===== src/rtl/sdram_host_responder.sv =====
// sdram_host_responder: on-chip RAM stand-in for the SDRAM controller host
// port. Single-word writes and reads with fixed busy latencies, a held
// read-data handshake, and a saturating count of requests dropped while busy.
module sdram_host_responder #(
  parameter int HADDR_WIDTH = 24,
  parameter int MEM_AW      = 8,
  parameter int WR_LATENCY  = 4,
  parameter int RD_LATENCY  = 6
) (
  input  logic                   clk,
  input  logic                   rst,
  input  logic [HADDR_WIDTH-1:0] haddr,
  input  logic                   wr_enable,
  input  logic [15:0]            wr_data,
  input  logic                   rd_enable,
  output logic [15:0]            rd_data,
  output logic                   rd_rdy,
  input  logic                   rd_ack,
  output logic                   busy,
  output logic [15:0]            drop_cnt
);

  localparam logic [7:0] WR_LAT = 8'(WR_LATENCY);
  localparam logic [7:0] RD_LAT = 8'(RD_LATENCY);

  typedef enum logic [1:0] {
    S_IDLE,
    S_WRITE,
    S_READ,
    S_RDY
  } state_t;

  state_t            state_q, state_d;
  logic [7:0]        cnt_q, cnt_d;
  logic [MEM_AW-1:0] addr_q, addr_d;
  logic [15:0]       wdata_q, wdata_d;
  logic [15:0]       rd_data_q, rd_data_d;
  logic              rd_rdy_q, rd_rdy_d;
  logic              busy_q, busy_d;
  logic [15:0]       drop_q, drop_d;
  logic              mem_we;

  logic [15:0] mem [2**MEM_AW];

  // Upper address bits alias onto the RAM and are intentionally ignored.
  logic unused_haddr_hi;
  assign unused_haddr_hi = ^haddr[HADDR_WIDTH-1:MEM_AW];

  // Next-state, latency counting, handshake and drop-count logic.
  always_comb begin
    state_d   = state_q;
    cnt_d     = cnt_q;
    addr_d    = addr_q;
    wdata_d   = wdata_q;
    rd_data_d = rd_data_q;
    rd_rdy_d  = rd_rdy_q;
    busy_d    = busy_q;
    drop_d    = drop_q;
    mem_we    = 1'b0;

    if (busy_q && (wr_enable || rd_enable) && (drop_q != '1)) begin
      drop_d = drop_q + 16'd1;
    end

    case (state_q)
      S_IDLE: begin
        if (wr_enable) begin
          addr_d  = haddr[MEM_AW-1:0];
          wdata_d = wr_data;
          cnt_d   = WR_LAT;
          busy_d  = 1'b1;
          state_d = S_WRITE;
        end else if (rd_enable) begin
          addr_d  = haddr[MEM_AW-1:0];
          cnt_d   = RD_LAT;
          busy_d  = 1'b1;
          state_d = S_READ;
        end
      end
      S_WRITE: begin
        if (cnt_q == 8'd1) begin
          mem_we  = 1'b1;
          busy_d  = 1'b0;
          state_d = S_IDLE;
        end else begin
          cnt_d = cnt_q - 8'd1;
        end
      end
      S_READ: begin
        if (cnt_q == 8'd1) begin
          rd_data_d = mem[addr_q];
          rd_rdy_d  = 1'b1;
          state_d   = S_RDY;
        end else begin
          cnt_d = cnt_q - 8'd1;
        end
      end
      S_RDY: begin
        if (rd_ack) begin
          rd_rdy_d = 1'b0;
          busy_d   = 1'b0;
          state_d  = S_IDLE;
        end
      end
      default: begin
        state_d = S_IDLE;
      end
    endcase
  end

  // State and registered outputs with synchronous reset.
  always_ff @(posedge clk) begin
    if (rst) begin
      state_q   <= S_IDLE;
      cnt_q     <= '0;
      addr_q    <= '0;
      wdata_q   <= '0;
      rd_data_q <= '0;
      rd_rdy_q  <= 1'b0;
      busy_q    <= 1'b0;
      drop_q    <= '0;
    end else begin
      state_q   <= state_d;
      cnt_q     <= cnt_d;
      addr_q    <= addr_d;
      wdata_q   <= wdata_d;
      rd_data_q <= rd_data_d;
      rd_rdy_q  <= rd_rdy_d;
      busy_q    <= busy_d;
      drop_q    <= drop_d;
    end
  end

  // Backing RAM: not cleared by reset; a reset on the final write cycle aborts it.
  always_ff @(posedge clk) begin
    if (mem_we && !rst) begin
      mem[addr_q] <= wdata_q;
    end
  end

  assign rd_data  = rd_data_q;
  assign rd_rdy   = rd_rdy_q;
  assign busy     = busy_q;
  assign drop_cnt = drop_q;

endmodule


===== config.mk =====
export PLATFORM = sky130hd
export DESIGN_NAME = sdram_host_responder
export DESIGN_NICKNAME = d
export VERILOG_FILES = /design/src/rtl/sdram_host_responder.sv
export SDC_FILE = /design/constraint.sdc
export NUM_CORES = 2
export LEC_CHECK = 0
export BUFFER_PORTS_ARGS = -buffer_cell sky130_fd_sc_hd__buf_2
export CORE_MARGIN = 3
export CORE_UTILIZATION = 58
export CTS_BUF_LIST = sky130_fd_sc_hd__clkbuf_16
export DETAILED_ROUTE_END_ITERATION = 6
export PLACE_DENSITY = 0.77
export SLEW_MARGIN = 5
export SYNTH_ARGS = -nofsm -noshare
export SYNTH_HDL_FRONTEND = slang
export SYNTH_SLANG_ARGS = --single-unit

===== constraint.sdc =====
create_clock -name clk -period 5.7 [get_ports clk]
set_clock_uncertainty 0.2 [all_clocks]
set_input_delay 1.14 -clock clk [delete_from_list [all_inputs] [get_ports clk]]
set_output_delay 1.14 -clock clk [all_outputs]
set_load 0.03 [all_outputs]

======== Word-level counts from Yosys, hierarchy flattened ========
Memory sizes are Yosys's and may differ from the RTL's. A register that Yosys moved wholly into a read port is not among the register bits.
Cells that the tools add are included.
storage, ports and cells
  flip-flop bits (word level) ............. 52
  RAM bits ................................ 4096
  input port bits ......................... 45
  output and inout port bits .............. 34
  word-level logic and storage cells ...... 61
  memories kept ........................... 1
cells by class
  $add $sub $neg .......................... 2
  eq/ne operators ......................... 10
  mux-type cells .......................... 23
  reductions and logical operators ........ 18
memory list
  memory  depth  width  read ports  clocked after memory_dff  write ports  RTL line  text
  mem     256    16     1           1                         1            43        logic [15:0] mem [2**MEM_AW];
operators by type and width
  kind                     number
  $mux W8                  5
  $add A16 B1 Y16 const B  1
  $ne A16 B16 Y1 const B   1
  $pmux W8 S2              1
  $mux W2                  5
  $mux W1                  9
  $eq A8 B1 Y1 const B     1
  $ne A2 B2 Y1 const B     4
  $pmux W2 S4              1
  $reduce_and A4 Y1        2
  $sub A8 B1 Y8 const B    1
  $reduce_and A2 Y1        3
  $reduce_and A3 Y1        2
  $reduce_bool A2 Y1       3
  $eq A2 B2 Y1 const B     2
  $logic_and A1 B1 Y1      3
  $ne A3 B3 Y1 const B     1
  $pmux W1 S3              1
  $reduce_bool A3 Y1       1
  $eq A2 B1 Y1 const B     1
  $logic_not A2 Y1         1
  $pmux W1 S2              1
  $reduce_or A2 Y1         1
  $logic_not A1 Y1         1
  $logic_or A1 B1 Y1       1

======== Longest topological paths before layout ========
  depth after elaboration ................. 6
  gate-level depth with buffers ........... 13
  mapped depth without buffers ............ 9

======== Least setup slack after synthesis ========
OpenSTA, ideal clock, no wires.
  path type ............................... register -> register
  from .................................... reg wdata_q[0]
  to ...................................... mem mem[0][0], data pin
  setup time .............................. 856 ps
  data arrival time ....................... 3397 ps
  required time ........................... 4644 ps
  slack ................................... 1247 ps
  stages on the path, launching flop included .. 1
  path buffers ............................ 0
  clock period less this slack ............ 4453 ps
  path through ............................ dfxtp_1
RTL lines
  item                    RTL line  text
  from (decl)             36        logic [15:0] wdata_q, wdata_d;
  from (signal assigned)  126       wdata_q <= wdata_d;
  to (decl)               43
No word-level cell before the write port.

==> qor.csv <==
metric;value;unit
number of stages on the worst setup path;9;
H-tree Lvls;5;
routed vias;83740;
DP Cell Count;11230;
RSZ-0062 raised after global routing;no;
Area Overhead vs Synth;12.45;%
vias per cell;6.987;
FP Rows;192;
clk root buf;clkbuf_16;
Max VDD drop;0.0003276;V
Worst Hold Class;in -> reg;
GRT Total Usage;30.84;%
Static Leak;58.11;nW
initial antenna violation count;30;
failing checks;DRC, capacitance limit, slew limit;
Pre-antenna DRT Iters;7;
# setup viols final;0;
critical path's largest stage delay;1150;ps
post-CTS sizing;0;
crit end category;flip-flop;
wire length of the first global-routing pass;624300;µm
total CTS buffers;402;
fin nets;8005;
layout cells sized above 1;26.31;%
ys async rst share;0;%
Yosys reg bits;4164;
Avg WL per Cell;36.45;µm
grt total ovfl;0;
hold path depth;3;
Peak Freq;0.1941;GHz
Post-Layout Cell Count;11990;
MaxCap Viol Count;1;
die area;283100;µm²
worst slack, placed;1117;ps
Clk Latency, worst-skew pair;950;ps
number of global-route vias before repair;84310;
Ports;79;
Final Hold Viols;0;
cell area after layout;180500;µm²
register area share after synthesis;77.48;%
Die Y;532.1;µm
Post-Syn Instances;7430;
CTS clk-pin slew, worst paths;60;ps
setup_tns;0;ps
die width;532.1;µm
CP arrival;5700;ps
placed inst area;167400;µm²
number of synthesized flops with an enable pin;4096;
class of the most critical setup path;reg -> reg;
Max clock buf depth;4;
Slew HR;-0.8698;%
WL final;436900;µm
status;complete, but fails checks;
post-CTS setup buffers;0;
Most Frequent Cell on Critical Path;o22ai_1;
Port Buffers;62;
cells along the critical path;buf_12 > buf_4 > mux4_2 > mux2i_1 > o22ai_1 > o21ai_0 > nand2_1 > a311oi_1 > o22ai_1;
commonest cells after routing, fill and taps aside;4,096 x edfxtp_1, 983 x mux4_2, 448 x buf_4, 409 x clkbuf_16, 397 x nor2_1;
cell family with most CP delay;compound AO/OA/AOI/OAI gates;
Post-Syn Area;160500;µm²
Reg2Reg Depth;9;
Final Cycle Share;90.39;%
1st-iter DRT viols;14120;
Final Max Slew Viols;2;
Initial Utilization;58.46;%
Clock Sinks;4164;
commonest non-fill, non-tap cell in the layout;edfxtp_1;
DRC errors left;95;
crit path time final;5152;ps
pwr/cell area;408.1;nW/µm²
top_reg_cell synth;edfxtp_1;
yosys warns;0;
CP required;6250;ps
Final WS setup;547.8;ps
CTS tree;done;
CP Launch Type;flip-flop;
Final ANT Viol Nets;0;
pin count of the biggest net entering global routing;186;
Cell variety after synth;79;
Worst-Margin Slew;1503;ps
HPWL after detailed placement;246900;µm
syn_nets;7484;
Mean Syn Cell Area;21.60;µm²
CP bufs+invs;2;
Final Wtd Congestion;0.9340;
core box area;274600;µm²
CP max-delay cell;a311oi_1;
hold-fix buffers at CTS;0;
crit-path max FO;27;
power breakdown:
| part | internal (mW) | total (mW) | switching (mW) |
|---|---|---|---|
| registers | 34.8 | 35.5 | 0.691 |
| clock network | 15.0 | 26.5 | 11.4 |
| logic | 4.15 | 11.7 | 7.51 |
| total | 54.0 | 73.7 | 19.6 |
worst register-to-register path, delay by kind of cell, from the launching register on:
kind	cells	cell delay, ps
flops	1	900
simple gates	1	80
buf+inv	2	800
mux	2	1260
compound gates	4	1730
logic make-up (layout without fill, tap and decap cells):
kind of cell / after synthesis / in the layout / synth area share, %
compound gates: 543 / 543 / 2.331
xor+xnor: 20 / 20 / 0.1091
fa+ha+maj: 9 / 9 / 0.07016
buf+inv: 452 / 1304 / 1.542
flops: 4164 / 4164 / 77.48
mux: 1344 / 1344 / 16.12
other cells: 0 / 18 / 0
simple gates: 898 / 898 / 2.350
stage by stage:
stage	hold slack, ps	util [%]	power, mW
4_1_cts	215.0	65.72	73.44
3_3_place_gp	279.4	60.97	47.03
2_1_floorplan	261.6	-	43.24
6_report	243.0	65.74	73.67
3_5_place_dp	294.0	60.97	47.30
5_1_grt	228.4	65.72	75.24
synth_stat cells (all sizes together), types with 17 or more instances:
master | count | share of area, %
edfxtp | 4096 | 77
mux4 | 988 | 14
nor2 | 401 | 0.94
mux2i | 321 | 2.0
nand2 | 310 | 0.72
buf | 266 | 1.1
clkbuf | 169 | 0.40
o22ai | 117 | 0.46
o21ai | 73 | 0.23
a21oi | 69 | 0.22
nand3 | 69 | 0.22
dfxtp | 68 | 0.85
a32oi | 49 | 0.27
a22oi | 47 | 0.22
a31oi | 42 | 0.16
mux2 | 35 | 0.25
nor3 | 26 | 0.081
o221ai | 23 | 0.13
a311oi | 17 | 0.093
inv | 17 | 0.040
state kept, by name, summed over array words and instances (netlist names):
name,flops
addr_q,8
busy,1
cnt_q,8
drop_cnt,16
mem,4096
rd_data,16
rd_rdy,1
state_q,2
wdata_q,16
worst paths after layout:
path / start / to / slack, ps
worst min register to register: drop_cnt[1] / drop_cnt[1] / 310
worst max-delay path: addr_q[0] / rd_data[6] / 550
worst max register to register: addr_q[0] / rd_data[6] / 550
worst min-delay path: haddr[0] / addr_q[0] / 240
layout make-up:
cell class / count / area, µm²
inverters: 17 / 81.33
clock buffers: 409 / 10230
well taps: 3686 / 4612
multi-input cells: 2814 / 33750
flip-flops and latches: 4164 / 124400
fillers: 16440 / 94080
diodes: 18 / 45.04
repair buffers: 552 / 4529
clock inverters: 326 / 2810
layer usage:
| metal | routed length (µm) | GRT usage [%] | up-vias | part of all wire, % |
|---|---|---|---|---|
| met1 | 143700 | 40.65 | 42970 | 33 |
| li1 | - | - | 32180 | - |
| met4 | 28660 | 15.95 | 18 | 6.6 |
| met2 | 200900 | 46.62 | 7064 | 46 |
| met5 | 114 | 0.1518 | - | 0.026 |
| met3 | 63540 | 9.879 | 1509 | 15 |
(Power assumes the default switching activity.)
